**config.mk**
```make
export PLATFORM = sky130hd
export DESIGN_NAME = ula_flag_wb
export DESIGN_NICKNAME = d
export VERILOG_FILES = /design/src/rtl/ula_flag_wb.sv
export SDC_FILE = /design/constraint.sdc
export NUM_CORES = 1
export LEC_CHECK = 0
export CELL_PAD_IN_SITES_DETAIL_PLACEMENT = 1
export CELL_PAD_IN_SITES_GLOBAL_PLACEMENT = 1
export CORE_MARGIN = 5
export CORE_UTILIZATION = 25
export CTS_CLUSTER_SIZE = 12
export DETAILED_ROUTE_END_ITERATION = 6
export PLACE_DENSITY = 0.77
export SLEW_MARGIN = 30
export SYNTH_ARGS = -nofsm -noshare
export SYNTH_HDL_FRONTEND = slang
export SYNTH_SLANG_ARGS = --single-unit
```
**constraint.sdc**
```tcl
create_clock -name clk -period 1.9 [get_ports clk]
set_clock_uncertainty 0.2 [all_clocks]
set_input_delay 0.57 -clock clk [delete_from_list [all_inputs] [get_ports clk]]
set_output_delay 0.57 -clock clk [all_outputs]
set_load 0.01 [all_outputs]
```
**src/rtl/ula_flag_wb.sv**
```systemverilog
// Write-back stage behind the logic ALU: one-entry result register with valid/ready
// toward the register file, masked architectural flag register and branch-condition evaluation.
module ula_flag_wb #(
  parameter int bits   = 3,
  parameter int ADDR_W = 3
) (
  input  logic              clk,
  input  logic              reset_n,
  input  logic              IN_VALID,
  output logic              IN_READY,
  input  logic [bits-1:0]   RESU,
  input  logic [4:0]        OP,
  input  logic [ADDR_W-1:0] DEST,
  input  logic              O_IN,
  input  logic              C_IN,
  input  logic              S_IN,
  input  logic              Z_IN,
  input  logic              FLUSH,
  output logic              OUT_VALID,
  input  logic              OUT_READY,
  output logic [bits-1:0]   WB_DATA,
  output logic [ADDR_W-1:0] WB_ADDR,
  output logic [3:0]        FLAGS,
  input  logic [2:0]        COND,
  output logic              COND_TRUE
);

  typedef enum logic {EMPTY = 1'b0, FULL = 1'b1} state_t;

  state_t            state_q, state_d;
  logic [bits-1:0]   data_p1;
  logic [ADDR_W-1:0] addr_p1;
  logic [3:0]        flags_p1;
  logic              accept_p0;
  logic [3:0]        mask_p0;

  // Which of {O,C,S,Z} the producing opcode is allowed to overwrite.
  function automatic logic [3:0] flag_mask(input logic [4:0] op);
    logic [3:0] m;
    m = 4'b0000;
    if (op[4:3] == 2'b00) begin
      m = 4'b1111;
    end else begin
      case (op)
        5'b01000, 5'b01001: m = 4'b0111;
        5'b10000:           m = 4'b0001;
        5'b10011, 5'b11111: m = 4'b0000;
        default:            m = op[4] ? 4'b0011 : 4'b0000;
      endcase
    end
    return m;
  endfunction

  function automatic logic cond_eval(input logic [2:0] sel, input logic [3:0] f);
    logic r;
    case (sel)
      3'd0:    r = 1'b1;
      3'd1:    r = f[0];
      3'd2:    r = ~f[0];
      3'd3:    r = f[1];
      3'd4:    r = ~f[1];
      3'd5:    r = f[2];
      3'd6:    r = f[3];
      default: r = f[1] ^ f[3];
    endcase
    return r;
  endfunction

  assign OUT_VALID = (state_q == FULL);
  assign IN_READY  = !OUT_VALID || OUT_READY;
  assign accept_p0 = IN_VALID && IN_READY && !FLUSH;
  assign mask_p0   = flag_mask(OP);

  always_comb begin
    state_d = state_q;
    case (state_q)
      EMPTY: if (accept_p0) state_d = FULL;
      FULL: begin
        if (FLUSH)          state_d = EMPTY;
        else if (accept_p0) state_d = FULL;
        else if (OUT_READY) state_d = EMPTY;
      end
      default: state_d = EMPTY;
    endcase
  end

  always_ff @(posedge clk) begin
    if (!reset_n) state_q <= EMPTY;
    else          state_q <= state_d;
  end

  // p0 -> p1: result capture and masked flag merge on the accept edge
  always_ff @(posedge clk) begin
    if (!reset_n) begin
      data_p1  <= '0;
      addr_p1  <= '0;
      flags_p1 <= 4'b0000;
    end else if (accept_p0) begin
      data_p1  <= RESU;
      addr_p1  <= DEST;
      flags_p1 <= (flags_p1 & ~mask_p0) | ({O_IN, C_IN, S_IN, Z_IN} & mask_p0);
    end
  end

  assign WB_DATA   = data_p1;
  assign WB_ADDR   = addr_p1;
  assign FLAGS     = flags_p1;
  assign COND_TRUE = cond_eval(COND, flags_p1);

endmodule

```
=== Yosys cells after proc, flatten, opt, wreduce, memory -nomap -nowiden ===
Index checks and enable logic that the tools add are counted.

* Logic and storage cells: 41
* Output and inout bits: 13
* Input bits: 23
* Register bits after elaboration: 11

* Reductions and logical operators: 9
* Bitwise logic cells: 8
* Equal/unequal tests: 11
* Muxes and demuxes: 9

{| class="wikitable"
|+ Operators by type and width
! operator !! number
|-
| equality test 5 bit (second input constant) || 3
|-
| equality test 5 x 4 -> 1 bit (second input constant) || 2
|-
| equality test 3 bit (second input constant) || 3
|-
| case mux 3 bit (3 select lines) || 1
|-
| AND 4 bit || 2
|-
| case mux 1 bit (7 select lines) || 1
|-
| equality test 3 x 2 -> 1 bit (second input constant) || 2
|-
| 2-to-1 mux 1 bit || 4
|-
| 2-to-1 mux 4 bit || 1
|-
| inverter 4 bit || 1
|-
| bitwise OR 4 bit || 1
|-
| OR reduction 2 bit || 2
|-
| equality test 3 x 1 -> 1 bit (second input constant) || 1
|-
| logical NOT 3 bit || 1
|-
| inverter 1 bit || 3
|-
| logical AND 1 bit || 2
|-
| logical NOT 1 bit || 2
|-
| logical NOT 2 bit || 1
|-
| 2-to-1 mux 2 bit || 1
|-
| case mux 1 bit (2 select lines) || 1
|-
| logical OR 1 bit || 1
|-
| bitwise XOR 1 bit || 1
|}

=== Depth between registers and ports, before layout ===
* Depth after elaboration: 7
* Depth in mapped cells: 5
* Gate-level depth less buffers: 5

=== Worst setup path before layout ===
Ideal clock, no wire load.

* Kind: input port to output port
* From: input port COND[2]
* To: output port COND_TRUE
* Buffers on the path: 0
* Setup slack: 0.054 ns
* Stages: 4
* Arrival: 1.076 ns
* Path through: nor2b_1 -> a311oi_1 -> o21ai_1 -> o221a_2

* Word-level cells in the longest chain between the ends: 2
* Elaborated cells on any way between the ends: 8

{| class="wikitable"
|+ Ends and longest elaborated chain
! element !! line !! text
|-
| start, declared || 24 || <nowiki>input logic [2:0] COND,</nowiki>
|-
| equality test 3 bit, or another cell as far along || 56 || <nowiki>case (sel)</nowiki>
|-
| case mux 1 bit (7 select lines) * || 56 ||
|-
| end, declared || 25 || <nowiki>output logic COND_TRUE</nowiki>
|}

Mark *: on every way between the ends. The rest lies on a longest branch, timed or not.

=== Final worst setup path ===
Same ends and word-level chain as after synthesis.

==> results.yml <==
worst_setup_path:
  cp.arrival_ps: 1310
  end_kind: "output port"
  crit_type: "input port to output port"
  worstPathRequired_ps: 1130
  critPathMaxFanout: 5
  critPathLaunchType: "input port"
final_layout:
  fillers: 259
  final_layout_size_suffix_gt1_share_pct: 28.7
  nets: 132
  diodes: 0
  postLayoutCellArea_sq_um: 1070
  areaGrowthSynthToFinish_pct: 83.5
  fin_cells: 136
  utilization_pct: 48.4
  register_area_sq_um: 224
  multiInputGateArea_sq_um: 374
grt:
  track_usage_pct: 11.3
  grt_antenna_before_repair: 0
  grt_util_met1_pct: 11.7
  first_global_vias: 691
  busiest_layer: "met2"
  grt.met2_usage_pct: 20.9
  use_met3_pct: 4.39
  grt_pass1_wl_mm: 3.02
  grt.overflow.total: 0
  grt_start_max_net_pins: 14
clocking:
  postCtsSetupBuffers: 0
  cts_buffers: 3
  cts.reportedPaths.clkPinSlew_ps: 70
  cts_sinks: 11
  cts.path.max_buffers: 2
  htree_num_levels: 1
  holdBufCountCts: 0
  root_buffer: "clkbuf_4"
  clk_latency_ps: 260
  cts_tree: "built"
routing:
  drt_pre_antenna_iters: 3
  viasPerCell: 4.53
  first_iter_violations: 9
  postRouteAntennaNets: 0
  vias: 616
  wl_per_cell_um: 13.5
  drc_errors: 0
  wl_mm: 1.83
logic_synthesis:
  yosys-top-cells-count: "dfxtp_1 (11), mux2i_1 (10), nor2b_1 (10)"
  synth_area_sq_um: 583
  syn-num-nets: 84
  synth.yosys.seq_area_share_pct: 37.8
  synthFlopType: "dfxtp_1"
  yosys_warnings: 0
  synth.most_common_cell: "dfxtp_1"
  yosysTopAreaCellShare_pct: 37.8
  synth_area_leaders: "dfxtp_1 (38%), mux2i_1 (17%), nor2b_1 (11%)"
  synth-seq-cells: 11
  synth_top_cell_by_area: "dfxtp_1"
  synth.avg_cell_area_sq_um: 9.56
  synth_edf_count: 0
  async_flop_share_pct: 0
  synth.distinct_cells: 25
  synth_cells: 61
outcome:
  violations: "setup timing"
  status: "finished, violations left"
min_path:
  hold_class: "register to register"
power:
  p_comb_share_pct: 26.8
  power_frac_clock_pct: 29.0
  power_frac_seq_pct: 44.2
  sw_frac_of_total_pct: 26.0
  vdd_drop_max_mv: 0.442
  intPower_w: 0.000414
  net-switching-power_w: 0.000146
  p_per_area_nw_per_um2: 523
  power.leakage_nw: 0.452
timing:
  tightest_slew_ps: 374
  final_hold_viol_count: 0
  finalCriticalPeriod_ps: 2080
  finalSetupViolCount: 1
  max_freq_mhz: 481
  relSlewSlack_pct: 75.0
  layout_setup_ws_ps: -178
  finalCritPeriodShare_pct: 109
  drv_slew: 0
  rsz0062_at_grt: "true"
  finalSetupTns_ps: -178
place:
  gp_congestion: 0.700
  placed_cells: 132
  placed_area_sq_um: 1030
  port_buffers: 35
  dpl.hpwl_mm: 1.58
floorplanning:
  die_y_um: 58.3
  core-area_sq_um: 2210
  start_util_pct: 26.4
  ioPinCount: 36
  fp.dieW_um: 58.3
  die-area_sq_um: 3400
  rows: 17
flow_run:
  drv_cap: 0
-- worst max-delay path, cell delays in order --
cell      delay [ps]
buf_8            110
nor2b_4          110
a311oi_2          40
o21ai_1          160
o221a_2          210
buf_6            100
-- final cells by class --
| type | count | share of cell area, % |
|---|---|---|
| clock buffers | 4 | 2.46 |
| inverters | 2 | 0.702 |
| multi-input cells | 47 | 35.0 |
| flip-flops and latches | 11 | 20.9 |
| well taps | 28 | 3.27 |
| repair buffers | 44 | 37.7 |
-- what timing repair did --
action | 4_1_cts | 5_1_grt
setup endpoints to repair | 13 | 2
resized for setup | 45 | 4
endpoints found under the hold margin | 0 | 0
cloned | 0 | 0
pin swaps | 3 | 1
-- through the flow --
stage / power (W) / setup WS (ps) / hold WS (ps)
CTS: 0.000566 / -186 / 326
global placement: 0.000400 / -955 / 294
detailed placement: 0.000407 / -1070 / 314
floorplan: 0.000305 / 54.1 / 287
global route: 0.000593 / -211 / 358
finish: 0.000559 / -178 / 313
-- path summary, 6_finish.rpt --
kind	from	endpoint	slack, ps	depth (start not counted)
worst max-delay path	COND[2]	COND_TRUE	-180	6
worst min-delay path	WB_DATA[2]	WB_DATA[2]	310	2
worst max register to register	OUT_VALID	register	470	5
worst min register to register	WB_DATA[2]	WB_DATA[2]	310	2
-- power by group through the flow --
stage / Sequential (W) / Combinational, W / Clock, W
2_1_floorplan: 0.000257 / 0.0000482 / 0
3_3_place_gp: 0.000251 / 0.000149 / 0
3_5_place_dp: 0.000252 / 0.000155 / 0
4_1_cts: 0.000247 / 0.000151 / 0.000168
5_1_grt: 0.000248 / 0.000162 / 0.000183
6_report: 0.000247 / 0.000150 / 0.000162
-- per-layer routing --
| layer | share of wire [%] | wire (um) |
|---|---|---|
| met1 | 38 | 693 |
| met2 | 51 | 934 |
| met3 | 11 | 199 |
| met4 | 0.22 | 4 |
| met5 | 0 | 0 |
-- cells in the final DEF (no fill, tap or decap), types with 2 or more instances in the layout --
cell type	n
nor2b_4	2
inv_2	2
nand2_1	5
a31oi_1	2
buf_6	2
dlygate4sd2_1	12
clkdlybuf4s50_1	18
o21ai_1	3
dfxtp_1	8
clkbuf_4	3
nor2b_1	9
dfxtp_2	3
buf_4	10
nor3b_1	2
mux2i_1	10
-- logic make-up (layout without fill, tap and decap cells) --
logic type | after synthesis | after routing | synth area share, %
AOI/OAI and AO/OA | 11 | 11 | 12.7
xor gates and xnor gates | 1 | 1 | 1.50
buffers and inverters | 3 | 50 | 1.93
DFF | 11 | 11 | 37.8
muxes | 10 | 10 | 17.2
and+or+nand+nor | 25 | 25 | 29.0
(Power assumes the default switching activity.)
